**config.mk**
```make
export PLATFORM = sky130hd
export DESIGN_NAME = gold_cdma_codec
export DESIGN_NICKNAME = d
export VERILOG_FILES = /design/src/rtl/gold_cdma_pkg.sv /design/src/rtl/gold_lfsr.sv /design/src/rtl/gold_cdma_codec.sv
export SDC_FILE = /design/constraint.sdc
export NUM_CORES = 1
export LEC_CHECK = 0
export CORE_MARGIN = 2
export CORE_UTILIZATION = 61
export CTS_CLUSTER_SIZE = 25
export DETAILED_ROUTE_END_ITERATION = 10
export PLACE_DENSITY = 0.84
export SLEW_MARGIN = 20
export SYNTH_ARGS = -nofsm -noshare
export SYNTH_HDL_FRONTEND = slang
export SYNTH_SLANG_ARGS = --single-unit
```
**constraint.sdc**
```tcl
create_clock -name clk_i -period 3.3 [get_ports clk_i]
set_clock_uncertainty 0.2 [all_clocks]
set_input_delay 0.495 -clock clk_i [delete_from_list [all_inputs] [get_ports clk_i]]
set_output_delay 0.495 -clock clk_i [all_outputs]
set_load 0.01 [all_outputs]
```
**src/rtl/gold_cdma_pkg.sv**
```systemverilog
// Shared defaults and LFSR helpers for the multi-channel Gold-code CDMA codec.
// Functions work on a fixed maximum width; callers zero-extend and truncate.
// Pure combinational helpers; no state, no handshake.
package gold_cdma_pkg;

  localparam int LFSR_MAX_W = 16;

  localparam int         DEF_LFSR_W = 5;
  localparam logic [4:0] DEF_TAPS_A = 5'b11110;
  localparam logic [4:0] DEF_TAPS_B = 5'b10010;
  localparam int         DEF_N_CH   = 2;
  localparam int         DEF_SF     = 31;

  // Fibonacci step: shift left, feedback = parity of tapped bits.
  // Zero-extended inputs keep the parity exact; the bit shifted past the
  // caller's width is dropped by the caller's truncation.
  function automatic logic [LFSR_MAX_W-1:0] lfsr_next(
    input logic [LFSR_MAX_W-1:0] state,
    input logic [LFSR_MAX_W-1:0] taps
  );
    return {state[LFSR_MAX_W-2:0], ^(state & taps)};
  endfunction

  // An all-zero seed would lock the LFSR; substitute 1.
  function automatic logic [LFSR_MAX_W-1:0] gold_zero_guard(
    input logic [LFSR_MAX_W-1:0] seed
  );
    return (seed == '0) ? LFSR_MAX_W'(1) : seed;
  endfunction

endpackage

```
**src/rtl/gold_lfsr.sv**
```systemverilog
// Seedable Fibonacci LFSR; exposes the top OUT_W bits of its state (all of it by default).
// State updates one cycle after load/en; load has priority over en.
// No backpressure: steps on every en strobe.
module gold_lfsr
  import gold_cdma_pkg::*;
#(
  parameter int           W     = DEF_LFSR_W,
  parameter logic [W-1:0] TAPS  = W'(DEF_TAPS_A),
  parameter int           OUT_W = W
) (
  input  logic             i_clk,
  input  logic             i_rst,
  input  logic             i_load,
  input  logic [W-1:0]     i_seed,
  input  logic             i_en,
  output logic [OUT_W-1:0] o_state
);

  logic [W-1:0] r_state;

  // Reset to all ones, load a zero-guarded seed, or advance one chip.
  always_ff @(posedge i_clk or posedge i_rst) begin
    if (i_rst) begin
      r_state <= '1;
    end else if (i_load) begin
      r_state <= W'(gold_zero_guard(LFSR_MAX_W'(i_seed)));
    end else if (i_en) begin
      r_state <= W'(lfsr_next(LFSR_MAX_W'(r_state), LFSR_MAX_W'(TAPS)));
    end
  end

  assign o_state = r_state[W-1 -: OUT_W];

endmodule

```
**src/rtl/gold_cdma_codec.sv**
```systemverilog
// N-channel Gold-code spreader with integrate-and-dump despreader (SF chips per bit).
// Chips appear 1 cycle after en_i; a decision pulses 1 cycle after the last valid rx chip.
// No backpressure: en_i is a chip strobe, low en_i freezes all symbol state.
module gold_cdma_codec
  import gold_cdma_pkg::*;
#(
  parameter int                LFSR_W = DEF_LFSR_W,
  parameter logic [LFSR_W-1:0] TAPS_A = LFSR_W'(DEF_TAPS_A),
  parameter logic [LFSR_W-1:0] TAPS_B = LFSR_W'(DEF_TAPS_B),
  parameter int                N_CH   = DEF_N_CH,
  parameter int                SF     = DEF_SF,
  parameter int                CNT_W  = $clog2(SF + 1)
) (
  input  logic              clk_i,
  input  logic              rst_i,
  input  logic              load_i,
  input  logic [LFSR_W-1:0] seed_i,
  input  logic              en_i,
  input  logic [N_CH-1:0]   bit_i,
  output logic              bit_take_o,
  output logic [N_CH-1:0]   chip_o,
  output logic              chip_valid_o,
  input  logic              rx_chip_i,
  output logic [N_CH-1:0]   rx_bit_o,
  output logic              rx_bit_valid_o,
  output logic              seed_zero_o
);

  localparam logic [CNT_W-1:0] LAST_CHIP = CNT_W'(SF - 1);
  localparam logic [CNT_W:0]   SF_X2     = (CNT_W + 1)'(SF);

  logic [0:0]      w_a_msb;
  logic [N_CH-1:0] w_b_top;     // w_b_top[N_CH-1-k] is B[LFSR_W-1-k]
  logic [N_CH-1:0] w_code;
  logic [N_CH-1:0] w_bits;
  logic            w_step;
  logic            w_take;
  logic            w_sym_end;

  logic [CNT_W-1:0] r_tx_cnt;
  logic [CNT_W-1:0] r_rx_cnt;
  logic [N_CH-1:0]  r_hold;
  logic [N_CH-1:0]  r_chip;
  logic [N_CH-1:0]  r_code_q;
  logic             r_chip_valid;
  logic             r_rx_valid;
  logic             r_seed_zero;

  gold_lfsr #(.W(LFSR_W), .TAPS(TAPS_A), .OUT_W(1)) u_lfsr_a (
    .i_clk(clk_i), .i_rst(rst_i), .i_load(load_i), .i_seed(seed_i),
    .i_en(en_i), .o_state(w_a_msb)
  );

  gold_lfsr #(.W(LFSR_W), .TAPS(TAPS_B), .OUT_W(N_CH)) u_lfsr_b (
    .i_clk(clk_i), .i_rst(rst_i), .i_load(load_i), .i_seed(seed_i),
    .i_en(en_i), .o_state(w_b_top)
  );

  assign w_step    = en_i & ~load_i;
  assign w_take    = w_step & (r_tx_cnt == '0);
  assign w_bits    = w_take ? bit_i : r_hold;   // first chip uses the fresh bit
  assign w_sym_end = r_chip_valid & (r_rx_cnt == LAST_CHIP);

  // bit_take_o is combinational so the source sees it in the sampling cycle;
  // gated by reset so every output is low while reset is held.
  assign bit_take_o     = w_take & ~rst_i;
  assign chip_o         = r_chip;
  assign chip_valid_o   = r_chip_valid;
  assign rx_bit_valid_o = r_rx_valid;
  assign seed_zero_o    = r_seed_zero;

  // Transmit side: symbol counter, bit hold, spread chips and delayed codes.
  always_ff @(posedge clk_i or posedge rst_i) begin
    if (rst_i) begin
      r_tx_cnt     <= '0;
      r_hold       <= '0;
      r_chip       <= '0;
      r_code_q     <= '0;
      r_chip_valid <= 1'b0;
      r_seed_zero  <= 1'b0;
    end else if (load_i) begin
      r_tx_cnt     <= '0;
      r_chip_valid <= 1'b0;
      r_seed_zero  <= (seed_i == '0);
    end else begin
      r_chip_valid <= en_i;
      if (en_i) begin
        r_hold   <= w_bits;
        r_chip   <= w_bits ^ w_code;
        r_code_q <= w_code;
        r_tx_cnt <= (r_tx_cnt == LAST_CHIP) ? '0 : r_tx_cnt + CNT_W'(1);
      end
    end
  end

  // Receive side: counts valid chips and emits the decision strobe at symbol end.
  always_ff @(posedge clk_i or posedge rst_i) begin
    if (rst_i) begin
      r_rx_cnt   <= '0;
      r_rx_valid <= 1'b0;
    end else if (load_i) begin
      r_rx_cnt   <= '0;
      r_rx_valid <= 1'b0;
    end else begin
      r_rx_valid <= w_sym_end;
      if (r_chip_valid) begin
        r_rx_cnt <= w_sym_end ? '0 : r_rx_cnt + CNT_W'(1);
      end
    end
  end

  for (genvar k = 0; k < N_CH; k++) begin : g_corr
    logic [CNT_W-1:0] r_agree;
    logic             r_dec;
    logic             w_match;
    logic [CNT_W-1:0] w_total;

    // Channel 0 is the legacy Gold output (A msb ^ B msb).
    assign w_code[k] = w_a_msb[0] ^ w_b_top[N_CH-1-k];
    assign w_match   = (rx_chip_i == r_code_q[k]);
    assign w_total   = r_agree + CNT_W'(w_match);

    // Integrate agreements; a symbol mostly disagreeing with the code is a 1
    // (data 1 inverts the code). An exact tie (even SF only) decides 1.
    always_ff @(posedge clk_i or posedge rst_i) begin
      if (rst_i) begin
        r_agree <= '0;
        r_dec   <= 1'b0;
      end else if (load_i) begin
        r_agree <= '0;
      end else if (r_chip_valid) begin
        if (w_sym_end) begin
          r_dec   <= ({w_total, 1'b0} <= SF_X2);
          r_agree <= '0;
        end else begin
          r_agree <= w_total;
        end
      end
    end

    assign rx_bit_o[k] = r_dec;
  end

endmodule

```
# After elaboration in Yosys (flattened, before gate mapping)
# Index checks and enable logic that the tools add are counted.
# W data, S select, Z words.
# word_totals
register_bits	41
in_bits	12
# classes
add_sub_neg	4
order_cmp	2
eq_ne	4
mux	20
bitwise_logic	9
reduce_logical	8
# op_table
cell	n
$mux W5	17
$reduce_xor A16 Y1	2
$le A6 B5 Y1 const B	2
$add A5 B1 Y5	2
$add A5 B1 Y5 const B	2
$eq A5 B5 Y1 const B	2
$logic_not A5 Y1	2
$and A1 B1 Y1	4
$reduce_bool A2 Y1	2
$reduce_and A3 Y1	1
$eq A1 B1 Y1	2
$mux W1	2
$mux W2	1
$not A1 Y1	2
$reduce_and A2 Y1	1
$xor A1 B1 Y1	2
$xor A2 B2 Y2	1

# Logic depth before layout (Yosys ltp)
# depth
depth_word	5
depth_mapped	7

# Cells and area by module
# A second synthesis with hierarchy kept.
# unflattened
cells_unflattened	201
hier_area_um2	2122.0
# modules_own_cells
mod	n_inst	cells_each	area_each_um2	seq_area_each_um2
gold_cdma_codec	1	146	1561.5	775.7
gold_lfsr at u_lfsr_a	1	28	284.0	131.4
gold_lfsr at u_lfsr_b	1	27	276.5	131.4

# Worst setup path before layout
# OpenSTA, ideal clock, no wires.
# synth_path
kind	in2out
startpoint	input port rst_i
endpoint	output port bit_take_o
arrival_time_ns	1.744
slack_ns	0.861
cell_stages	2
n_path_buf	0
cell_sequence	inv_1 -> and3_2
# synth_via
elab_chain_len	2
# synth_rtl
item	line_no	rtl
start: declaration	gold_cdma_codec.sv:15	input logic rst_i,
$not A1 Y1	gold_cdma_codec.sv:66	assign bit_take_o = w_take & ~rst_i;
$and A1 B1 Y1	gold_cdma_codec.sv:66	
end: declaration	gold_cdma_codec.sv:20	output logic bit_take_o,
# No other way between the ends.

# Worst setup path in the final report
# layout_path
startpoint	register r_tx_cnt[0]
endpoint	output port bit_take_o
# layout_via
elab_chain_len	3
# layout_rtl
item	line_no	rtl
start: declaration	gold_cdma_codec.sv:40	logic [CNT_W-1:0] r_tx_cnt;
start signal: assignment	gold_cdma_codec.sv:91	r_tx_cnt <= (r_tx_cnt == LAST_CHIP) ? '0 : r_tx_cnt + CNT_W'(1);
$logic_not A5 Y1	gold_cdma_codec.sv:60	assign w_take = w_step & (r_tx_cnt == '0);
$and A1 B1 Y1	gold_cdma_codec.sv:60	
$and A1 B1 Y1	gold_cdma_codec.sv:66	
# No other way between the ends.

==> flow_summary.html <==
<table>
<tr><th>Metric</th><th>Value</th></tr>
<tr><th colspan="2">Power</th></tr>
<tr><td>Power per unit of standard cell area</td><td>419 nW/um^2</td></tr>
<tr><td>Sequential cell fraction of total power</td><td>0.578</td></tr>
<tr><td>Portion of total power attributed to combinational logic</td><td>0.176</td></tr>
<tr><td>Clock share of power</td><td>0.246</td></tr>
<tr><td>Net switching power</td><td>277 uW</td></tr>
<tr><td>Internal power contribution</td><td>721 uW</td></tr>
<tr><td>IR drop worst, VDD</td><td>0.222 mV</td></tr>
<tr><td>Total leakage power</td><td>0.00109 uW</td></tr>
<tr><td>Net switching fraction of the power</td><td>0.277</td></tr>
<tr><th colspan="2">Floorplan</th></tr>
<tr><td>IO Count</td><td>20</td></tr>
<tr><td>Initial standard-cell utilization of the core</td><td>0.634</td></tr>
<tr><td>DIE WIDTH</td><td>62.7 um</td></tr>
<tr><td>Core Area</td><td>3310 um^2</td></tr>
<tr><td>Die Outline Area</td><td>3930 um^2</td></tr>
<tr><td>DIE HEIGHT</td><td>62.7 um</td></tr>
<tr><td>Standard-cell rows</td><td>21</td></tr>
<tr><th colspan="2">Timing</th></tr>
<tr><td>Final period utilization</td><td>0.835</td></tr>
<tr><td>Count of final max-slew check failures</td><td>0</td></tr>
<tr><td>Worst Tran Pin Value</td><td>722 ps</td></tr>
<tr><td>Number of hold violations in the final report</td><td>0</td></tr>
<tr><td>Final number of setup-violating endpoints</td><td>0</td></tr>
<tr><td>Relative max-transition margin</td><td>0.517</td></tr>
<tr><td>Setup repair after global routing missed its margin</td><td>false</td></tr>
<tr><td>F_max</td><td>0.363 GHz</td></tr>
<tr><td>Clock period minus worst slack</td><td>2760 ps</td></tr>
<tr><td>Setup TNS</td><td>0 ps</td></tr>
<tr><th colspan="2">Routing</th></tr>
<tr><td>Total via count in the routed design</td><td>1504</td></tr>
<tr><td>Remaining DRCs</td><td>0</td></tr>
<tr><td>Number of routed nets with antenna violations</td><td>0</td></tr>
<tr><td>Detailed Route WL</td><td>3930 um</td></tr>
<tr><td>Drt wl/cell</td><td>14.8 um</td></tr>
<tr><td>Pre-antenna DRT Iters</td><td>4</td></tr>
<tr><td>Violation count after the first detailed-route iteration</td><td>73</td></tr>
<tr><td>Ratio of routed vias to standard cells</td><td>5.65</td></tr>
<tr><th colspan="2">Synthesis</th></tr>
<tr><td>Top cell types by occurrence after synthesis</td><td>dfrtp_1 (31), nor2_1 (25), nor2b_1 (12)</td></tr>
<tr><td>Sequential share of the synthesized area</td><td>0.495</td></tr>
<tr><td>Synth Area in Compound Gates</td><td>0.139</td></tr>
<tr><td>Top cells by area in the synthesized netlist</td><td>dfrtp_1 (37%), dfstp_2 (13%), ha_1 (5.4%)</td></tr>
<tr><td>Library cell with the largest summed area after synthesis</td><td>dfrtp_1</td></tr>
<tr><td>Mapped Cells</td><td>199</td></tr>
<tr><td>Area share of fa/ha/maj cells after synthesis</td><td>0.0536</td></tr>
<tr><td>Multiplexer area fraction after synthesis</td><td>0.0310</td></tr>
<tr><td>Average instance area after synthesis</td><td>10.6 um^2</td></tr>
<tr><td>Largest family of logic cells by synthesized area</td><td>simple AND/OR/NAND/NOR gates</td></tr>
<tr><td>Area of the mapped netlist</td><td>2100 um^2</td></tr>
<tr><td>Predominant post-synthesis flop cell</td><td>dfrtp_1</td></tr>
<tr><td>Share of the synthesized area in the top cell type</td><td>0.369</td></tr>
<tr><td>Yosys Warn Count</td><td>0</td></tr>
<tr><td>Synthesized Nets</td><td>220</td></tr>
<tr><td>Register bit count reported by yosys</td><td>41</td></tr>
<tr><td>Post-synthesis share of cell area spent on and, or, nand and nor gates</td><td>0.185</td></tr>
<tr><td>Parity-gate share of the synthesized area counting xor and xnor cells</td><td>0.0626</td></tr>
<tr><td>Cell with the most instances after synthesis</td><td>dfrtp_1</td></tr>
<tr><td>Number of unique standard cell types used by synthesis</td><td>42</td></tr>
<tr><td>Post-synthesis async set-or-reset flop share</td><td>1.00</td></tr>
<tr><td>Count of flip-flops with a built-in enable after synthesis</td><td>0</td></tr>
<tr><th colspan="2">Setup path</th></tr>
<tr><td>Startpoint kind of the worst setup timing path</td><td>flip-flop</td></tr>
<tr><td>Data arrival time of the critical path</td><td>2060 ps</td></tr>
<tr><td>Class of the most critical setup path</td><td>flip-flop to output pin</td></tr>
<tr><td>Crit path capture type</td><td>output pin</td></tr>
<tr><td>Sequence of cells on the critical path</td><td>inv_1 -&gt; ha_1 -&gt; nor4b_4 -&gt; and3_2 -&gt; clkdlybuf4s50_1</td></tr>
<tr><td>Crit-path max cell delay</td><td>530 ps</td></tr>
<tr><td>Critical-path cell with the highest stage delay</td><td>clkdlybuf4s50_1</td></tr>
<tr><td>Critical path required time</td><td>2600 ps</td></tr>
<tr><td>Max FO, Critical Path</td><td>5</td></tr>
<tr><th colspan="2">Clocking</th></tr>
<tr><td>Hold-fix buffer count after cts</td><td>0</td></tr>
<tr><td>Clock-pin slew on the worst setup and hold paths</td><td>110 ps</td></tr>
<tr><td>Root Buffer</td><td>clkbuf_4</td></tr>
<tr><td>Maximum buffer depth of the clock tree</td><td>2</td></tr>
<tr><td>CTS HTree Levels</td><td>2</td></tr>
<tr><td>Clock latency of the later-clocked register in the worst-skew pair</td><td>360 ps</td></tr>
<tr><td>Number of gates resized after CTS</td><td>0</td></tr>
<tr><td>Number of post-CTS setup repair buffers</td><td>0</td></tr>
<tr><td>Number of CTS-inserted buffers</td><td>5</td></tr>
<tr><td>TritonCTS clock tree</td><td>yes</td></tr>
<tr><td>Sinks on Clock Net</td><td>41</td></tr>
<tr><th colspan="2">Place</th></tr>
<tr><td>Detailed placer's ending HPWL</td><td>2870 um</td></tr>
<tr><td>Final weighted congestion in routability-driven placement</td><td>0.768</td></tr>
<tr><td>Buffers on Ports</td><td>19</td></tr>
<tr><td>Cell Count Post-Placement</td><td>258</td></tr>
<tr><th colspan="2">Global route</th></tr>
<tr><td>Global-route total usage across every layer</td><td>0.234</td></tr>
<tr><td>Wire length of the first global-routing pass</td><td>7060 um</td></tr>
<tr><td>Initial antenna violation count</td><td>0</td></tr>
<tr><td>Pin count of the biggest net entering global routing</td><td>42</td></tr>
<tr><td>Overflow left after global routing</td><td>0</td></tr>
<tr><td>Vias in the first global route</td><td>1579</td></tr>
<tr><th colspan="2">Finish</th></tr>
<tr><td>Fin nets</td><td>240</td></tr>
<tr><td>Antenna fix cells</td><td>0</td></tr>
<tr><td>Synth-to-Final Area Change</td><td>13.4%</td></tr>
<tr><td>Layout cell share with drive strength beyond 1</td><td>0.145</td></tr>
<tr><td>Finished Layout Cells</td><td>266</td></tr>
<tr><td>Final-layout fill cell count</td><td>253</td></tr>
<tr><th colspan="2">Run status</th></tr>
<tr><td>Status</td><td>completed</td></tr>
<tr><th colspan="2">Run</th></tr>
<tr><td>Number of max-cap violations</td><td>0</td></tr>
<tr><th colspan="2">Hold path</th></tr>
<tr><td>Path type of the worst min-delay path</td><td>flip-flop to flip-flop</td></tr>
</table>
-- power by group through the flow --
stage                     Sequential (uW)  Combinational (uW)  Clock, uW
after CTS                             577                 178        259
after detailed placement              586                 177          0
after global placement                584                 170          0
final                                 577                 176        245
after floorplan                       583                 119          0
after global routing                  583                 198        275
-- worst max-delay path: cells and delay by family, from the launching register on --
kind | cells | cell delay, ps
buffers and inverters | 2 | 620
and+or+nand+nor | 2 | 490
DFF | 1 | 440
adders and majority gates | 1 | 150
-- final timing paths --
check                      slack, ps  depth (start not counted)                              end                    start
setup / recovery                 540                          5                       bit_take_o  r_tx_cnt[0]$_DFFE_PP0P_
hold / removal                   330                          1          seed_zero_o$_DFFE_PP0P_  seed_zero_o$_DFFE_PP0P_
setup reg to reg                1280                          6          r_rx_cnt[3]$_DFFE_PP0P_  r_rx_cnt[0]$_DFFE_PP0P_
hold reg to reg                  330                          1          seed_zero_o$_DFFE_PP0P_  seed_zero_o$_DFFE_PP0P_
max in group asynchronous       2110                          3  u_lfsr_a.r_state[0]$_DFFE_PP1P_                    rst_i
min in group asynchronous        410                          3          r_code_q[0]$_DFFE_PP0P_                    rst_i
-- per-layer routing --
layer,vias to the layer above,GRT usage,part of all wire
met5,-,0,0
met4,0,0.103,0.018
met1,727,0.274,0.43
met2,35,0.394,0.52
met3,6,0.0775,0.041
li1,736,-,-
-- layout by cell type, fill, tap and decap left out, types with 2 or more instances in the layout --
cell type / count
a211oi_1: 8
a21boi_1: 2
a21o_1: 6
a21oi_1: 3
a22o_1: 7
a31oi_1: 2
and3_1: 2
buf_4: 4
clkbuf_4: 5
clkdlybuf4s50_1: 19
clkinv_2: 2
dfrtp_1: 31
dfstp_2: 10
ha_1: 9
inv_1: 5
mux2_2: 4
mux2i_1: 2
nand2_1: 8
nand2b_1: 2
nand3_1: 6
nand4_1: 4
nor2_1: 25
nor2b_1: 12
o21ai_0: 7
or2_2: 3
or3_1: 2
xnor2_1: 8
xor2_1: 7
-- sequential cells by signal, summed over array words and instances, names as in the netlist --
signal and cells:
rx_bit_valid_o 1, seed_zero_o 1, u_lfsr_b.r_state 5, r_code_q 2, u_lfsr_a.r_state 5, chip_o 2
r_rx_cnt 5, g_corr.r_dec 2, r_tx_cnt 5, r_hold 2, chip_valid_o 1, g_corr.r_agree 10
-- per-stage QoR --
stage / instance area [um^2] / hold WS [ps] / worst slack (ps) / util / total power, uW
floorplan: 2100 / 280 / 861 / - / 702
global placement: 2330 / 290 / 760 / 0.703 / 754
detailed placement: 2330 / 300 / 759 / 0.703 / 764
CTS: 2380 / 330 / 509 / 0.719 / 1010
global route: 2380 / 356 / 387 / 0.719 / 1060
finish: 2380 / 326 / 544 / 0.719 / 998
-- kinds of logic after synthesis --
family,after synthesis
AND/OR/NAND/NOR,72
AO/OA/AOI/OAI,41
flip-flops,41
XOR/XNOR,15
buffers and inverters,15
adder cells (fa/ha/maj),9
multiplexers,6
-- cell type report --
type | instances | area [um^2] | area share
Sequential cell | 41 | 1040 | 0.436
Multi-Input combinational cell | 143 | 991 | 0.416
Timing Repair Buffer | 23 | 220 | 0.0925
Tap cell | 46 | 57.6 | 0.0242
Clock buffer | 5 | 37.5 | 0.0158
Inverter | 5 | 18.8 | 0.00788
Clock inverter | 3 | 17.5 | 0.00736
Note: power is estimated with default switching activity, not from simulation.
